### config.mk
export PLATFORM = sky130hd
export DESIGN_NAME = mem_access_arbiter
export DESIGN_NICKNAME = d
export VERILOG_FILES = /design/src/rtl/mem_access_arbiter.sv
export SDC_FILE = /design/constraint.sdc
export NUM_CORES = 1
export LEC_CHECK = 0
export ABC_AREA = 1
export BUFFER_PORTS_ARGS = -buffer_cell sky130_fd_sc_hd__buf_2
export CAP_MARGIN = 15
export CORE_MARGIN = 2
export CORE_UTILIZATION = 53
export DETAILED_ROUTE_END_ITERATION = 8
export GPL_TIMING_DRIVEN = 0
export PLACE_DENSITY = 0.84
export SLEW_MARGIN = 10
export SYNTH_ARGS = -nofsm -noshare
export SYNTH_HDL_FRONTEND = slang
export SYNTH_SLANG_ARGS = --single-unit
### constraint.sdc
create_clock -name clk -period 3.05 [get_ports clk]
set_input_delay 0.1525 -clock clk [delete_from_list [all_inputs] [get_ports clk]]
set_output_delay 0.1525 -clock clk [all_outputs]
set_load 0.01 [all_outputs]
### src/rtl/mem_access_arbiter.sv
// Two-requester arbiter/sequencer for the shared data memory: grant+issue one cycle after request, done MEM_LAT+2 cycles after request.
// Round-robin on ties; define MEM_ARB_FIXED_PRIO_EN for fixed priority to requester 0. Losers stay pending until IDLE.
`timescale 1ns/1ps
module mem_access_arbiter #(
    parameter int DATA_W  = 8,
    parameter int ADDR_W  = 8,
    parameter int MEM_LAT = 1
) (
    input  logic              clk,
    input  logic              rst,
    input  logic              req0,
    input  logic              we0,
    input  logic [ADDR_W-1:0] addr0,
    input  logic [DATA_W-1:0] wdata0,
    output logic              gnt0,
    output logic              done0,
    output logic [DATA_W-1:0] rdata0,
    input  logic              req1,
    input  logic              we1,
    input  logic [ADDR_W-1:0] addr1,
    input  logic [DATA_W-1:0] wdata1,
    output logic              gnt1,
    output logic              done1,
    output logic [DATA_W-1:0] rdata1,
    output logic              mem_en,
    output logic              mem_cmd,
    output logic [ADDR_W-1:0] mem_addr,
    output logic [DATA_W-1:0] mem_wdata,
    input  logic [DATA_W-1:0] mem_rdata,
    output logic              busy
);

    typedef enum logic [1:0] {S_IDLE, S_ISSUE, S_WAIT, S_RESP} state_t;

    localparam logic [3:0] LAT = 4'(MEM_LAT);

    state_t            state_q, state_d;
    logic [3:0]        cnt_q, cnt_d;
    logic              sel_q, sel_d;
    logic              gnt0_q, gnt0_d, gnt1_q, gnt1_d;
    logic              done0_q, done0_d, done1_q, done1_d;
    logic              mem_en_q, mem_en_d;
    logic              mem_cmd_q, mem_cmd_d;
    logic [ADDR_W-1:0] mem_addr_q, mem_addr_d;
    logic [DATA_W-1:0] mem_wdata_q, mem_wdata_d;
    logic [DATA_W-1:0] rdata0_q, rdata0_d, rdata1_q, rdata1_d;
    logic              busy_q, busy_d;
    logic              win1;

`ifdef MEM_ARB_FIXED_PRIO_EN
    assign win1 = req1 & ~req0;
`else
    // last_q = 1 means requester 1 was served last, so requester 0 takes the next tie.
    logic last_q, last_d;
    assign win1 = req1 & (~req0 | ~last_q);
`endif

    always_comb begin
        state_d     = state_q;
        cnt_d       = cnt_q;
        sel_d       = sel_q;
        gnt0_d      = 1'b0;
        gnt1_d      = 1'b0;
        done0_d     = 1'b0;
        done1_d     = 1'b0;
        mem_en_d    = 1'b0;
        mem_cmd_d   = mem_cmd_q;
        mem_addr_d  = mem_addr_q;
        mem_wdata_d = mem_wdata_q;
        rdata0_d    = rdata0_q;
        rdata1_d    = rdata1_q;
`ifndef MEM_ARB_FIXED_PRIO_EN
        last_d      = last_q;
`endif
        case (state_q)
            S_IDLE: begin
                if (req0 | req1) begin
                    sel_d       = win1;
                    mem_cmd_d   = win1 ? we1 : we0;
                    mem_addr_d  = win1 ? addr1 : addr0;
                    mem_wdata_d = win1 ? wdata1 : wdata0;
                    gnt0_d      = ~win1;
                    gnt1_d      = win1;
                    mem_en_d    = 1'b1;
                    state_d     = S_ISSUE;
                end
            end
            S_ISSUE: begin
                cnt_d   = LAT;
                state_d = S_WAIT;
            end
            S_WAIT: begin
                cnt_d = cnt_q - 4'd1;
                if (cnt_q == 4'd1) begin
                    state_d = S_RESP;
                    done0_d = ~sel_q;
                    done1_d = sel_q;
                    if (!mem_cmd_q) begin
                        if (sel_q) rdata1_d = mem_rdata;
                        else       rdata0_d = mem_rdata;
                    end
                end
            end
            S_RESP: begin
`ifndef MEM_ARB_FIXED_PRIO_EN
                last_d = sel_q;
`endif
                state_d = S_IDLE;
            end
            default: state_d = S_IDLE;
        endcase
        busy_d = (state_d != S_IDLE);
    end

    always_ff @(posedge clk or posedge rst) begin
        if (rst) begin
            state_q     <= S_IDLE;
            cnt_q       <= 4'd0;
            sel_q       <= 1'b0;
            gnt0_q      <= 1'b0;
            gnt1_q      <= 1'b0;
            done0_q     <= 1'b0;
            done1_q     <= 1'b0;
            mem_en_q    <= 1'b0;
            mem_cmd_q   <= 1'b0;
            mem_addr_q  <= '0;
            mem_wdata_q <= '0;
            rdata0_q    <= '0;
            rdata1_q    <= '0;
            busy_q      <= 1'b0;
`ifndef MEM_ARB_FIXED_PRIO_EN
            last_q      <= 1'b1;
`endif
        end else begin
            state_q     <= state_d;
            cnt_q       <= cnt_d;
            sel_q       <= sel_d;
            gnt0_q      <= gnt0_d;
            gnt1_q      <= gnt1_d;
            done0_q     <= done0_d;
            done1_q     <= done1_d;
            mem_en_q    <= mem_en_d;
            mem_cmd_q   <= mem_cmd_d;
            mem_addr_q  <= mem_addr_d;
            mem_wdata_q <= mem_wdata_d;
            rdata0_q    <= rdata0_d;
            rdata1_q    <= rdata1_d;
            busy_q      <= busy_d;
`ifndef MEM_ARB_FIXED_PRIO_EN
            last_q      <= last_d;
`endif
        end
    end

    assign gnt0      = gnt0_q;
    assign gnt1      = gnt1_q;
    assign done0     = done0_q;
    assign done1     = done1_q;
    assign rdata0    = rdata0_q;
    assign rdata1    = rdata1_q;
    assign mem_en    = mem_en_q;
    assign mem_cmd   = mem_cmd_q;
    assign mem_addr  = mem_addr_q;
    assign mem_wdata = mem_wdata_q;
    assign busy      = busy_q;

endmodule

==> impl_metrics.ini, run 1 <==
[layout]
fill_cells = 374
insertedDiodeCount = 0
num-nets-final = 427
syn2layout_area_growth_pct = 26.8
utilization_pct = 69.4
drive_above_1_share_pct = 35.3
final_cell_area_sq_um = 3000

[floorplan]
start_util_pct = 54.7
fp.dieArea_sq_um = 5020
die_w_um = 70.8
core-area_sq_um = 4320
num_rows = 24
io_pins = 85
dieHeight_um = 70.8

[cts]
h-tree-depth = 2
clk_pin_slew_ns = 0.09
clk_latency_ns = 0.30
cts.sinks = 47
cts_buffers = 5
cts_resized = 0
ctsLongestPathBuffers = 2
cts-root-buf = clkbuf_8
cts_tree = yes

[global_routing]
grt_usage_pct = 21.7
grt_overflow = 0
grt_pass1_vias = 2000
grt_pass1_wl_um = 8630
grt_start_max_net_pins = 25
antenna_found_initial = 0

[worst_setup_path]
crit_path_start_kind = register
worstPathMaxFanout = 9
reg2reg_slack_ns = 1.55
arrival_ns = 1.70
end_kind = register
timing.rr.start = state_q[0]
crit_chain = inv_1 > ha_1 > inv_2 > nor2_4 > nand2_4 > nand2_1 > nand2_1
r2r-end = rdata0[4]
critical_path.slowest_cell = dfrtp_1
critPathKind = reg2reg
crit_required_ns = 3.25
worst_path_largest_cell_delay_ns = 0.39
reg2reg_depth = 7
cpMostUsedCell = nand2_1

[logic_synthesis]
syn_avg_cell_area_sq_um = 8.36
yosysWarnings = 0
netlist_area_sq_um = 2370
synth_top_cell_by_area = dfrtp_1
yosysUniqueCellTypes = 23
syn_nets = 334
synth_top_area_share_pct = 48.6
synthesis.instances = 283
ys_seq_elements = 47
ys_seq_area_share_pct = 49.7
netlist_top_cells_area = dfrtp_1, nand2_1, nand3_1

[detailed_routing]
ant_nets = 0
wl_per_cell_um = 11.8
dr.pass1.iters = 4
routed_via_density = 4.93
drt_iter0_drc = 122
drt_wl_total_um = 5050
drc = 0
vias = 2116

[timing]
drv_slew = 0
slew_headroom_pct = 64.2
rsz0062_at_grt = false
finalCritPeriodShare_pct = 49.3
setup_tns_ns = 0
worst-slew-pin-transition_ns = 0.536
finalSetupViolCount = 0
max_freq_ghz = 0.665
min_period_ns = 1.50
finClkSkew_ns = 0.00925
finalHoldViolations = 0

[power]
leakagePower_nw = 1.77
power.density_nw_per_um2 = 966
peakVddDrop_v = 0.000502

[run_status]
status = completed

[placed_design]
placed_cell_area_sq_um = 2880
hpwl_um = 3710
place_congestion = 0.766
io_buffers = 84

[min_path]
hold_depth = 3
hold_end = rdata1[0]
hp-start = mem_rdata[0]
hp-class = in2reg

[flow_run]
cap_violations = 0
how the worst max path moves through the flow:
stage | start | endpoint | slack [ns] | depth (start not counted)
after floorplan | rst | busy | 1.78 | 1
after global placement | rst | mem_addr[4] | 1.21 | 2
after detailed placement | state_q[0] | rdata0[4] | 1.59 | 7
after CTS | state_q[0] | rdata0[4] | 1.57 | 7
after global routing | state_q[0] | rdata0[4] | 1.42 | 7
final | state_q[0] | rdata0[4] | 1.55 | 7
layout make-up:
class | instances | area (sq um) | area share (%)
Timing Repair Buffer | 86 | 458 | 15.2
Multi-Input combinational cell | 183 | 932 | 31.0
Inverter | 46 | 173 | 5.75
Clock buffer | 5 | 68.8 | 2.29
Tap cell | 52 | 65.1 | 2.17
Clock inverter | 3 | 43.8 | 1.46
Buffer | 7 | 85.1 | 2.83
Sequential cell | 47 | 1180 | 39.2
report_power, final:
part	switching (mW)	internal (mW)	leakage, nW
Combinational	0.825	0.532	1.14
Sequential	0.165	0.927	0.571
Clock	0.209	0.244	0.0581
Total	1.20	1.70	1.77
flip-flops by register name, indices dropped and copies added (netlist names):
| signal | flops |
|---|---|
| done1 | 1 |
| busy | 1 |
| mem_addr | 8 |
| mem_wdata | 8 |
| gnt0 | 1 |
| gnt1 | 1 |
| rdata1 | 8 |
| sel_q | 1 |
| last_q | 1 |
| rdata0 | 8 |
| cnt_q | 4 |
| done0 | 1 |
| mem_cmd | 1 |
| state_q | 2 |
| mem_en | 1 |
cells in the mapped netlist, drive strengths merged:
| cell | number |
|---|---|
| nand3 | 46 |
| nor2 | 16 |
| nand2 | 106 |
| nand4 | 1 |
| o22ai | 1 |
| buf | 7 |
| dfrtp | 46 |
| o21ai | 2 |
| dfstp | 1 |
| ha | 5 |
| a21oi | 4 |
| nor3 | 2 |
| inv | 46 |
worst max-delay path: cells and delay by family (launching register included):
| kind | cells | cell delay [ns] |
|---|---|---|
| adders and majority gates | 1 | 0.27 |
| and+or+nand+nor | 4 | 0.53 |
| buffers and inverters | 2 | 0.20 |
| DFF | 1 | 0.39 |
kinds of logic (layout without fill, tap and decap cells):
group	after synthesis	in the layout	share of synthesized area, %
AO/OA/AOI/OAI	7	7	1.69
AND/OR/NAND/NOR	171	171	35.0
buffers and inverters	53	147	10.9
flip-flops	47	47	49.7
adder cells (fa/ha/maj)	5	5	2.64
per-layer routing:
metal	vias up	part of all wire (%)	GRT usage (%)
li1	1052	-	-
met2	52	50	36.3
met1	1007	43	27.6
met3	5	5.3	4.42
met4	0	1.3	8.60
met5	-	0	0
cells in the final DEF (no fill, tap or decap), drive strengths merged:
| master | instances |
|---|---|
| nand4 | 1 |
| clkbuf | 5 |
| a21oi | 4 |
| buf | 92 |
| ha | 5 |
| nor3 | 2 |
| inv | 46 |
| clkinv | 2 |
| o22ai | 1 |
| dlygate4sd3 | 1 |
| nor2 | 16 |
| dfstp | 1 |
| bufinv | 1 |
| nand2 | 106 |
| dfrtp | 46 |
| nand3 | 46 |
| o21ai | 2 |
what timing repair did:
action,4_1_cts,5_1_grt
hold buffers,1,0
endpoints found under the setup margin,0,0
setup buffers,0,0
hold endpoints to repair,23,0
per-stage QoR:
stage / hold slack (ns) / setup slack, ns / power (mW) / cells
5_1_grt: 0.0652 / 1.42 / 3.15 / 429
6_report: 0.0626 / 1.55 / 2.90 / 429
3_3_place_gp: 0.374 / 1.21 / 2.40 / 419
4_1_cts: 0.0603 / 1.57 / 2.93 / 429
3_5_place_dp: 0.222 / 1.59 / 2.46 / 420
2_1_floorplan: 0.269 / 1.78 / 1.99 / 283
No activity file was read; power rests on OpenSTA's default activity.
==> run 2: changes to the inputs <==
ABC_AREA = 0   (was 1)
CORE_UTILIZATION = 47   (was 53)
PLACE_DENSITY = 0.79   (was 0.84)
clock period = 1.5 ns   (was 3.05 ns; I/O delays follow)
==> impl_metrics.ini, run 2 <==
[detailed_routing]
drt_wl_total_um = 4830
wl_per_cell_um = 14.0
drt_iter0_drc = 57
routed_via_density = 4.94
vias = 1699
dr.pass1.iters = 4
ant_nets = 0
drc = 0

[timing]
rsz0062_at_grt = true
drv_slew = 0
min_period_ns = 1.63
finalCritPeriodShare_pct = 109
setup_tns_ns = -1.07
worst-slew-pin-transition_ns = 0.424
slew_headroom_pct = 71.7
finalSetupViolCount = 16
setup_ws_ns = -0.135
max_freq_ghz = 0.612
finClkSkew_ns = 0.00916
finalHoldViolations = 0
hold_slack_ns = 0.00692

[cts]
cts.sinks = 47
cts_buffers = 5
cts-root-buf = clkbuf_8
ctsLongestPathBuffers = 2
clk_pin_slew_ns = 0.09
clk_latency_ns = 0.30
h-tree-depth = 2
cts_tree = yes

[worst_setup_path]
worst_path_largest_cell_delay_ns = 0.40
critPathBufInv = 2
critical_path.slowest_cell = dfrtp_1
reg2reg_depth = 6
crit_required_ns = 1.68
timing.rr.start = state_q[0]
arrival_ns = 1.82
cp_num_cells = 6
reg2reg_slack_ns = -0.13
crit_chain = inv_2 > ha_4 > nand4bb_1 > or3_1 > buf_6 > mux2_4
crit_path_start_kind = register
critPathKind = reg2reg
end_kind = register
r2r-end = rdata0[4]
critPathTopFamily = simple AND/OR/NAND/NOR gates
worstPathMaxFanout = 8

[placed_design]
hpwl_um = 3240
io_buffers = 84
placed_cell_area_sq_um = 2500
place_congestion = 0.799
place_inst = 313

[layout]
regArea_sq_um = 1180
insertedDiodeCount = 0
num-nets-final = 344
mostFrequentLayoutCell = buf_2
mostFrequentLayoutCells = buf_2, dfrtp_1, a21oi_1
drive_above_1_share_pct = 45.9
fill_cells = 290
final_cells = 344
final_cell_area_sq_um = 2900
syn2layout_area_growth_pct = 45.1
multiInputGateArea_sq_um = 832

[min_path]
hold_end = mem_wdata[0]
hold_depth = 3
hp-class = in2reg
hp-start = wdata0[0]

[logic_synthesis]
synth.most_common_cell = dfrtp_1
netlist_top_cells_area = dfrtp_1, a21oi_1, mux2_4
yosys_most_used_dff = dfrtp_1
synth-edff-count = 0
ys_seq_area_share_pct = 59.0
synthTopCellsByCount = dfrtp_1, a21oi_1, nand2_1, nor2_1, mux2_2
synth_top_area_share_pct = 57.6
syn_avg_cell_area_sq_um = 11.2
synthArstFlopShare_pct = 100
syn_nets = 229
netlist_area_sq_um = 2000
yosysUniqueCellTypes = 30
synthesis.instances = 178
yosysWarnings = 0
synth_top_cell_by_area = dfrtp_1
ys_seq_elements = 47

[global_routing]
grt_overflow = 0
grt_start_max_net_pins = 29
top_usage_layer = met2
grt_usage_pct = 20.6
antenna_found_initial = 0
grt_use_met3_pct = 7.41
grt_pass1_vias = 1709
met1_usage_pct = 24.8
grt_pass1_wl_um = 7910
met2_usage_pct = 34.6

[run_status]
status = complete, but fails checks
violations = setup timing

[power]
pwr-share-clk_pct = 13.0
combPwrFrac_pct = 48.0
leakagePower_nw = 1.50
seqPwrFrac_pct = 39.1
swShare_pct = 36.8
power.internal_mw = 3.64
power.density_nw_per_um2 = 1990
power.net_switching_mw = 2.12
peakVddDrop_v = 0.000921

[floorplan]
dieHeight_um = 69.2
fp.dieArea_sq_um = 4790
core-area_sq_um = 4060
start_util_pct = 49.2
io_pins = 85
num_rows = 23
die_w_um = 69.2

[flow_run]
cap_violations = 0
==> run 2: cells by family (layout without fill, tap and decap cells) <==
group / count (synthesis) / count (layout) / synth area share (%)
AOI/OAI and AO/OA: 45 / 45 / 12.3
adders and majority gates: 5 / 5 / 3.13
buffers and inverters: 14 / 130 / 3.07
DFF: 47 / 47 / 59.0
muxes: 17 / 17 / 11.1
and+or+nand+nor: 50 / 50 / 11.4
==> run 2: per-layer routing <==
layer	wire [um]	share of wire, %	vias to the layer above
met3	355	7.4	7
met2	2360	49	67
met4	71	1.5	0
met1	2040	42	791
met5	0	0	-
li1	-	-	834
==> run 2: area by class of cell <==
type | count | share of cell area, %
Buffer | 6 | 1.77
Clock buffer | 6 | 2.50
Clock inverter | 2 | 0.432
Inverter | 7 | 0.950
Multi-Input combinational cell | 117 | 28.7
Sequential cell | 47 | 40.6
Tap cell | 50 | 2.16
Timing Repair Buffer | 109 | 22.8
==> run 2: per-stage QoR <==
stage | utilization [%] | power [mW] | worst slack (ns)
2_1_floorplan | - | 3.73 | -0.183
3_3_place_gp | 61.2 | 4.53 | -0.342
3_5_place_dp | 61.7 | 4.63 | -0.351
4_1_cts | 70.2 | 5.69 | -0.150
5_1_grt | 71.4 | 6.19 | -0.186
6_report | 71.4 | 5.75 | -0.135
==> run 2: worst max path at each step <==
| stage | start | endpoint |
|---|---|---|
| final | state_q[0] | rdata0[4] |
| after floorplan | state_q[0] | rdata0[0] |
| after global routing | state_q[0] | rdata0[4] |
| after detailed placement | state_q[0] | rdata0[4] |
| after global placement | state_q[0] | rdata0[7] |
| after CTS | state_q[0] | rdata0[4] |
==> run 2: power groups by stage <==
stage / Clock (mW) / Combinational (mW) / Sequential, mW
final: 0.746 / 2.76 / 2.25
after global routing: 0.825 / 3.06 / 2.31
after CTS: 0.762 / 2.69 / 2.24
after detailed placement: 0 / 2.39 / 2.24
after global placement: 0 / 2.32 / 2.22
after floorplan: 0 / 1.26 / 2.47
==> run 2: worst min-delay path: stages <==
cell and delay, ns:
buf_2 0.09, nand2_1 0.05, a21oi_1 0.06
==> run 2: what timing repair did <==
item / in CTS / in global routing
endpoints found under the hold margin: 32 / 1
pin swaps: 1 / 3
hold buffers: 14 / 1
endpoints found under the setup margin: 36 / 28
gates resized for setup: 21 / 11
buffers inserted: 7 / 2
==> run 3: changes to the inputs <==
==> constraint.sdc (replaced) <==
create_clock -name clk -period 1.5 [get_ports clk]
set_input_delay 0.375 -clock clk [delete_from_list [all_inputs] [get_ports clk]]
set_output_delay 0.375 -clock clk [all_outputs]
set_load 0.01 [all_outputs]
==> impl_metrics.ini, run 3 (synthesis results as in run 2) <==
[power]
peakVddDrop_v = 0.00100
power.internal_mw = 3.61
power.net_switching_mw = 2.10
power.density_nw_per_um2 = 2080
pwr-share-clk_pct = 13.0
combPwrFrac_pct = 47.8
seqPwrFrac_pct = 39.3
leakagePower_nw = 1.43
swShare_pct = 36.7

[timing]
min_period_ns = 1.64
setup_ws_ns = -0.137
max_freq_ghz = 0.611
finClkSkew_ns = 0.00831
setup_tns_ns = -1.09
hold_slack_ns = 0.0572
finalHoldViolations = 0
slew_headroom_pct = 71.7
worst-slew-pin-transition_ns = 0.423
finalSetupViolCount = 16
drv_slew = 0
finalCritPeriodShare_pct = 109
rsz0062_at_grt = true

[layout]
drive_above_1_share_pct = 48.4
fill_cells = 312
mostFrequentLayoutCells = buf_2, dfrtp_1, a21oi_1
mostFrequentLayoutCell = buf_2
num-nets-final = 329
insertedDiodeCount = 0
syn2layout_area_growth_pct = 37.6
regArea_sq_um = 1180
final_cell_area_sq_um = 2750
multiInputGateArea_sq_um = 832

[cts]
ctsLongestPathBuffers = 2
cts.sinks = 47
cts_tree = yes
cts_hold_buffers = 0
cts-root-buf = clkbuf_8
cts_buffers = 5
clk_latency_ns = 0.30
clk_pin_slew_ns = 0.09
h-tree-depth = 2

[detailed_routing]
drc = 0
ant_nets = 0
drt_iter0_drc = 60
dr.pass1.iters = 4
vias = 1656
drt_wl_total_um = 4500
wl_per_cell_um = 13.7
routed_via_density = 5.03

[worst_setup_path]
arrival_ns = 1.82
crit_required_ns = 1.68
crit_path_start_kind = register
worstPathMaxFanout = 8
critPathKind = reg2reg
end_kind = register

[floorplan]
num_rows = 23
io_pins = 85
start_util_pct = 49.2
dieHeight_um = 69.2
core-area_sq_um = 4060
fp.dieArea_sq_um = 4790
die_w_um = 69.2

[placed_design]
io_buffers = 84
placed_cell_area_sq_um = 2500
hpwl_um = 3240
place_congestion = 0.799

[global_routing]
met2_usage_pct = 31.8
grt_overflow = 0
grt_use_met3_pct = 7.27
grt_usage_pct = 19.8
grt_pass1_vias = 1621
met1_usage_pct = 25.1
grt_start_max_net_pins = 29
top_usage_layer = met2
grt_pass1_wl_um = 7620
antenna_found_initial = 0

[run_status]
violations = setup timing
status = complete, but fails checks

[min_path]
hp-class = in2async

[flow_run]
cap_violations = 0
run 3: cell types whose count changed in the layout (fill, tap and decap cells not counted):
cell,change
dlygate4sd3_1,-15
run 3: stage by stage:
step / setup slack [ns] / util, % / cells / power [mW]
after CTS: -0.150 / 66.7 / 327 / 5.66
final: -0.137 / 67.7 / 329 / 5.71
after global placement: -0.550 / 61.2 / 312 / 4.53
after detailed placement: -0.351 / 61.7 / 313 / 4.63
after floorplan: -0.183 / - / 178 / 3.73
after global routing: -0.186 / 67.7 / 329 / 6.16
run 3: worst paths after layout:
kind | startpoint | to | slack [ns] | depth (start not counted)
worst max register to register | state_q[0] | rdata0[4] | -0.14 | 6
worst min-delay path | rst | mem_en | 0.06 | 2
worst max-delay path | state_q[0] | rdata0[4] | -0.14 | 6
max in group asynchronous | rst | last_q | 0.89 | 3
min in group clk | wdata0[5] | mem_wdata[5] | 0.30 | 3
worst min register to register | rdata1[5] | rdata1[5] | 0.51 | 1
run 3: repair_timing:
action | 4_1_cts | 5_1_grt
buffers inserted | 7 | 2
endpoints found under the setup margin | 36 | 28
resized for setup | 21 | 11
pin swaps | 1 | 3
run 3: layout make-up:
| type | instances | area share (%) |
|---|---|---|
| clock buffer | 6 | 2.64 |
| clock inverter | 2 | 0.455 |
| sequential | 47 | 42.9 |
| timing repair buffer | 94 | 18.6 |
| buffer | 6 | 1.87 |
| tap | 50 | 2.28 |
| multi-input combinational | 117 | 30.3 |
| inverter | 7 | 1.00 |
run 3: power groups by stage:
stage / clock network [mW] / logic [mW] / registers, mW
finish: 0.740 / 2.73 / 2.24
global route: 0.825 / 3.02 / 2.31
detailed placement: 0 / 2.39 / 2.24
CTS: 0.762 / 2.66 / 2.24
global placement: 0 / 2.32 / 2.22
floorplan: 0 / 1.26 / 2.47
run 3: worst max-delay path: stages, from the launching register on:
cell       delay (ns)
dfrtp_1          0.40
inv_2            0.08
ha_4             0.13
nand4bb_1        0.11
or3_1            0.33
buf_6            0.16
mux2_4           0.30
run 3: layer usage:
layer | up-vias | part of all wire, %
met4 | 0 | 1.1
met3 | 5 | 8.2
met1 | 769 | 43
li1 | 806 | -
met5 | - | 0
met2 | 76 | 48
